### config.mk
export PLATFORM = sky130hd
export DESIGN_NAME = tv_gen_param
export DESIGN_NICKNAME = d
export VERILOG_FILES = /design/src/rtl/tv_gen_param.sv
export SDC_FILE = /design/constraint.sdc
export NUM_CORES = 1
export LEC_CHECK = 0
export CELL_PAD_IN_SITES_DETAIL_PLACEMENT = 1
export CELL_PAD_IN_SITES_GLOBAL_PLACEMENT = 1
export CORE_AREA = 2 2 43 45
export DETAILED_ROUTE_END_ITERATION = 12
export DIE_AREA = 0 0 45 47
export PLACE_DENSITY_LB_ADDON = 0.2
export SLEW_MARGIN = 10
export SYNTH_ARGS = -nofsm -noshare
export SYNTH_HDL_FRONTEND = slang
export SYNTH_SLANG_ARGS = --single-unit
### constraint.sdc
create_clock -name clk -period 3.8 [get_ports clk]
set_input_delay 0.38 -clock clk [delete_from_list [all_inputs] [get_ports clk]]
set_output_delay 0.38 -clock clk [all_outputs]
set_load 0.005 [all_outputs]
### src/rtl/tv_gen_param.sv
// tv_gen_param: parameterised test-vector generator (binary up/down, Gray, walking-one) with valid/ready handshake
module tv_gen_param #(
  parameter int WIDTH = 2
) (
  input  logic             clk,
  input  logic             rst,
  input  logic             i_start,
  input  logic [1:0]       i_mode,
  input  logic             i_loop,
  input  logic             i_stop,
  input  logic             i_ready,
  output logic [WIDTH-1:0] o_vec,
  output logic             o_valid,
  output logic             o_last,
  output logic             o_busy,
  output logic             o_done
);
  typedef enum logic [1:0] {IDLE, RUN, DONE} state_t;
  state_t           r_state, w_nstate;
  logic [WIDTH-1:0] r_idx, w_nidx, r_vec;
  logic [1:0]       r_mode, w_nmode;
  logic             r_loop, w_nloop;
  logic             r_valid, r_last, r_busy, r_done;
  logic             w_xfer, w_end, w_run;
  function automatic logic [WIDTH-1:0] vec_of(input logic [1:0] m, input logic [WIDTH-1:0] idx);
    return m == 2'b00 ? idx : m == 2'b01 ? idx ^ (idx >> 1) : m == 2'b10 ? WIDTH'(1) << idx : ~idx;
  endfunction
  function automatic logic last_of(input logic [1:0] m, input logic [WIDTH-1:0] idx);
    return m == 2'b10 ? idx == WIDTH'(WIDTH - 1) : &idx;
  endfunction
  assign w_xfer = r_valid & i_ready;
  assign w_end  = w_xfer & r_last;
  assign w_run  = w_nstate == RUN;
  // next state, index and latched run settings
  always_comb begin
    w_nstate = r_state;
    w_nidx   = r_idx;
    w_nmode  = r_mode;
    w_nloop  = r_loop;
    case (r_state)
      IDLE: if (i_start) begin
        w_nstate = RUN;
        w_nidx   = '0;
        w_nmode  = i_mode;
        w_nloop  = i_loop;
      end
      RUN: begin
        w_nstate = i_stop ? IDLE : (w_end && !r_loop) ? DONE : RUN;
        w_nidx   = w_end ? '0 : w_xfer ? r_idx + WIDTH'(1) : r_idx;
      end
      DONE: w_nstate = IDLE;
      default: w_nstate = IDLE;
    endcase
  end
  // state and registered outputs, derived from the next state so no input reaches an output combinationally
  always_ff @(posedge clk) begin
    if (rst) begin
      r_state <= IDLE;
      r_idx   <= '0;
      r_mode  <= 2'b00;
      r_loop  <= 1'b0;
      r_vec   <= '0;
      r_valid <= 1'b0;
      r_last  <= 1'b0;
      r_busy  <= 1'b0;
      r_done  <= 1'b0;
    end else begin
      r_state <= w_nstate;
      r_idx   <= w_nidx;
      r_mode  <= w_nmode;
      r_loop  <= w_nloop;
      r_vec   <= w_run ? vec_of(w_nmode, w_nidx) : '0;
      r_valid <= w_run;
      r_last  <= w_run && last_of(w_nmode, w_nidx);
      r_busy  <= w_run;
      r_done  <= w_nstate == DONE;
    end
  end
  assign o_vec   = r_vec;
  assign o_valid = r_valid;
  assign o_last  = r_last;
  assign o_busy  = r_busy;
  assign o_done  = r_done;
endmodule
Word-level counts from Yosys, hierarchy flattened
Cells that the tools add are included.
{ "word_totals": {"regBits": 12, "in_bits": 8, "output_inout_bits": 6} }
{ "op_classes": {"addsub": 1, "n_eq_ne": 6, "n_shift": 1, "mux": 14, "bitwise_logic": 5, "n_reduce_logical": 8} }
{ "ops": {"columns": ["cell", "count"], "rows": [
  ["2-bit 2-to-1 mux", 11],
  ["2-bit by 1-bit equality test with 1-bit output (second input constant)", 4],
  ["2-bit case mux with 2 select lines", 2],
  ["2-bit equality test (second input constant)", 2],
  ["2-bit logical NOT", 2],
  ["2-bit AND reduction", 2],
  ["2-bit by 1-bit adder with 2-bit output (second input constant)", 1],
  ["1-bit AND", 2],
  ["1-bit logical AND", 2],
  ["2-bit inverter", 1],
  ["2-bit OR reduction", 1],
  ["1-bit by 2-bit << shifter with 2-bit output (first input constant)", 1],
  ["2-bit by 1-bit bitwise XOR with 2-bit output", 1],
  ["1-bit logical NOT", 1],
  ["1-bit 2-to-1 mux", 1],
  ["1-bit inverter", 1]
]} }

Logic depth before layout (Yosys ltp)
{ "logic_depth": {"ltp_word": 9, "ltp_mapped": 7, "ltp_nobuf": 7} }

Worst setup path after synthesis
OpenSTA, ideal clock, no wires.
{ "synth_timing": {"path_kind": "register -> register", "startpoint": "reg r_state[0]", "endpoint": "reg r_vec[0], in the netlist o_vec[0]", "arrival_ns": 1.684, "path_slack_ns": 1.980, "path_stages_with_launch": 8, "period_less_slack_ns": 1.820, "path_cell_list": "dfxtp_1 nand4b_4 or4b_4 a21oi_4 inv_2 ha_1 o211ai_1 a41oi_1"} }
{ "synth_between": {"elab_chain_len": 6} }
{ "synth_lines": {"columns": ["item", "line_no", "text"], "rows": [
  ["from (decl)", "19", "state_t r_state, w_nstate;"],
  ["from (signal assigned)", "68", "r_state <= w_nstate;"],
  ["2-bit by 1-bit equality test with 1-bit output or 2-bit logical NOT (tied branches)", "40", "case (r_state)"],
  ["2-bit case mux with 2 select lines *", "40", null],
  ["via w_nidx[1]", "20", "logic [WIDTH-1:0] r_idx, w_nidx, r_vec;"],
  ["1-bit by 2-bit << shifter with 2-bit output", "26", "return m == 2'b00 ? idx : m == 2'b01 ? idx ^ (idx >> 1) : m == 2'b10 ? WIDTH'(1) << idx : ~idx;"],
  ["2-bit 2-to-1 mux", "26", null],
  ["2-bit 2-to-1 mux * (2 in a row)", "26", null],
  ["to (signal assigned)", "72", "r_vec <= w_run ? vec_of(w_nmode, w_nidx) : '0;"],
  ["to (decl)", "20", null]
]} }
The timed path passes the listed nets; every way through them passes the cells marked *.
A chain may end at the register's enable or synchronous reset.

Final worst setup path
{ "layout_timing": {"startpoint": "in i_ready", "endpoint": "reg r_vec[0], in the netlist o_vec[0]"} }
{ "layout_lines": {"columns": ["item", "line_no", "text"], "rows": [
  ["from (decl)", "11", "input logic i_ready,"],
  ["1-bit AND *", "31", "assign w_xfer = r_valid & i_ready;"],
  ["2-bit 2-to-1 mux or 1-bit AND (tied branches)", "49, 32", null],
  ["2-bit 2-to-1 mux *", "49", "w_nidx = w_end ? '0 : w_xfer ? r_idx + WIDTH'(1) : r_idx;"],
  ["2-bit case mux with 2 select lines *", "40", null],
  ["via w_nidx[1]", "20", null],
  ["1-bit by 2-bit << shifter with 2-bit output", "26", null],
  ["2-bit 2-to-1 mux", "26", null],
  ["2-bit 2-to-1 mux * (2 in a row)", "26", null]
]} }
Marks and branches as above.

==> reports/results.txt <==
status - complete, no violations
via count - 481
R2R Path End - o_vec[0]
period utilization - 55.9%
Worst slew margin - 64.5%
antenna violations before repair - 0
Via density - 5.12
GRT Overall Usage - 14.4%
R2R cell count - 7
FP Rows - 15
Clk Latency, worst-skew pair - 0.27 ns
Die W - 45 µm
Sw Ratio - 24.0%
Yosys reg bits - 12
Final Setup Violations - 0
CP Launch Point - i_ready
Hold Crit Class - reg -> reg
switching power - 0.0656 mW
Startpoint Class - input pin
CP Capture Type - register
H-tree depth - 1
share of layout cells above drive strength 1 - 15.6%
die area - 2120 µm²
critical path peak fanout - 4
final-report max-slew violation count - 0
global route overflow - 0
antenna-violating nets left - 0
combinational group share of total power - 13.0%
Fin. Hold Viols - 0
Synth Cell Area - 589 µm²
starting density of the core - 35.7%
Mapped Cells - 62
Routability Congestion - 0.791
Ports - 14
CTS tree - yes
CTS Buffer Depth - 2
Root Driver - clkbuf_4
Port-buffer cells - 13
Final nets - 89
Leak - 0.322 nW
Synth cell types - 25
r2r setup slk - 1.82 ns
Post-CTS Setup Bufs - 0
Worst Min Path Start - r_loop
CTS Buf Count - 3
CTS Hold Bufs - 0
clock sinks - 12
synth warn - 0
WL per Instance - 13.2 µm
DP Wirelength - 972 µm
Residual DRC - 0
Area Growth Syn to Fin - 29.9%
antenna cells - 0
Resize count post-CTS - 0
reg-to-reg critical path startpoint - r_state[0]
DRT iter0 DRCs - 0
Int Power - 0.207 mW
CP required - 3.94 ns
Core Region - 1650 µm²
fin crit period - 2.13 ns
first-pass GRT wire length - 2080 µm
fmax - 0.471 GHz
drt pass-1 iters - 1
CP Class - in -> reg
Hold Slack - 0.508 ns
RSZ-0062 raised after global routing - no
Worst Path Arrival - 2.27 ns
register area share after synthesis - 40.8%
largest net degree at the start of global routing - 9
number of global-route vias before repair - 473
Syn Area/Cell - 9.51 µm²
clk_skew - 0.000872 ns
Net Count, Synth - 73
actual slew at the worst max-slew pin - 0.518 ns
Post-Route WL - 1240 µm
Worst-path clk slew - 0.08 ns
clock group share of total power - 37.8%
pwr dens - 356 nW/µm²
IR drop worst, VDD - 0.151 mV
Reg power frac - 49.2%
setup TNS - 0 ns
Fillers - 195
Chip Height - 47 µm
Max-Cap Viols - 0
critical path endpoint - o_vec[0]
[final cells by class]
type	instances	area, µm²	share of cell area (%)
Sequential cell	12	240	31.4
Tap cell	17	21.3	2.78
Inverter	6	22.5	2.94
Multi-Input combinational cell	42	315	41.2
Timing Repair Buffer	13	130	17.0
Clock buffer	4	36.3	4.74
[cell families (layout without fill, tap and decap cells)]
logic type      after synthesis  in the layout  share of synthesized area (%)
flops                        12             12                           40.8
simple gates                 23             23                           25.7
buf+inv                       8             23                           5.73
compound gates               11             11                           12.7
mux                           5              5                           8.71
fa+ha+maj                     3              3                           6.37
[worst max-delay path, stage by stage]
cell and delay [ns]:
clkdlybuf4s50_1 0.52, nand4b_4 0.14, or4b_4 0.52, a21oi_4 0.21, inv_2 0.08, ha_1 0.20
o211ai_1 0.08, a41oi_1 0.15
[per-layer routing]
metal  vias up  GRT usage, %  wire length [µm]
met5         -             0                 0
met4         0          10.6                32
met3         4          3.85                67
met2        12          22.6               617
met1       221          17.1               525
li1        244             -                 -
[cell usage after synthesis]
cell | count | area share [%]
nor3b_4 | 1 | 3.2
o21ai_0 | 4 | 3.4
buf_4 | 1 | 1.3
nor3_1 | 3 | 2.5
a41oi_1 | 1 | 1.5
nor2_1 | 8 | 5.1
nand2_1 | 4 | 2.5
nand4b_4 | 1 | 4.0
o211ai_1 | 1 | 1.3
inv_2 | 1 | 0.64
ha_1 | 3 | 6.4
clkbuf_1 | 1 | 0.64
nand2_2 | 1 | 1.1
dfxtp_1 | 12 | 41
nand4_1 | 1 | 1.1
inv_1 | 5 | 3.2
mux2_2 | 1 | 1.9
a21oi_1 | 2 | 1.7
or2_2 | 1 | 1.1
a31oi_1 | 2 | 2.1
mux2i_1 | 4 | 6.8
nand3b_1 | 1 | 1.3
a21oi_4 | 1 | 2.8
nand4b_1 | 1 | 1.5
or4b_4 | 1 | 2.3
[power groups by stage]
stage	clock [mW]	combinational (mW)	sequential (mW)
6_report	0.103	0.0354	0.134
4_1_cts	0.108	0.0362	0.134
3_3_place_gp	0	0.0355	0.137
5_1_grt	0.113	0.0398	0.135
2_1_floorplan	0	0.0204	0.137
3_5_place_dp	0	0.0358	0.137
[stage by stage]
stage / area [µm²] / instances / total power, mW / utilization, % / setup WS (ns)
floorplan: 589 / 62 / 0.157 / - / 1.98
global placement: 729 / 90 / 0.173 / 44.2 / 1.38
detailed placement: 729 / 90 / 0.173 / 44.2 / 1.40
CTS: 766 / 94 / 0.279 / 46.4 / 1.65
global route: 766 / 94 / 0.287 / 46.4 / 1.49
finish: 766 / 94 / 0.273 / 46.4 / 1.67
[state kept, by name (all words and copies together) (netlist names)]
register  flops
r_loop        1
r_idx         2
r_mode        2
o_last        1
o_busy        1
r_state       2
o_done        1
o_vec         2
[cell usage in the layout, fill, tap and decap left out, types with 2 or more instances in the layout]
cell,n
a21oi_1,2
nor3_1,3
clkbuf_4,3
clkdlybuf4s50_1,13
dfxtp_1,12
mux2i_1,4
nor2_1,8
nand2_1,4
ha_1,3
a31oi_1,2
inv_1,5
o21ai_0,4
[how the worst min path moves through the flow]
stage	endpoint	slack (ns)	cells after the start
after floorplan	r_loop	0.45	2
after global placement	r_loop	0.49	2
after detailed placement	r_loop	0.50	2
after CTS	r_loop	0.52	2
after global routing	r_loop	0.55	2
final	r_loop	0.51	2
Power figures use the tool's default switching activity.
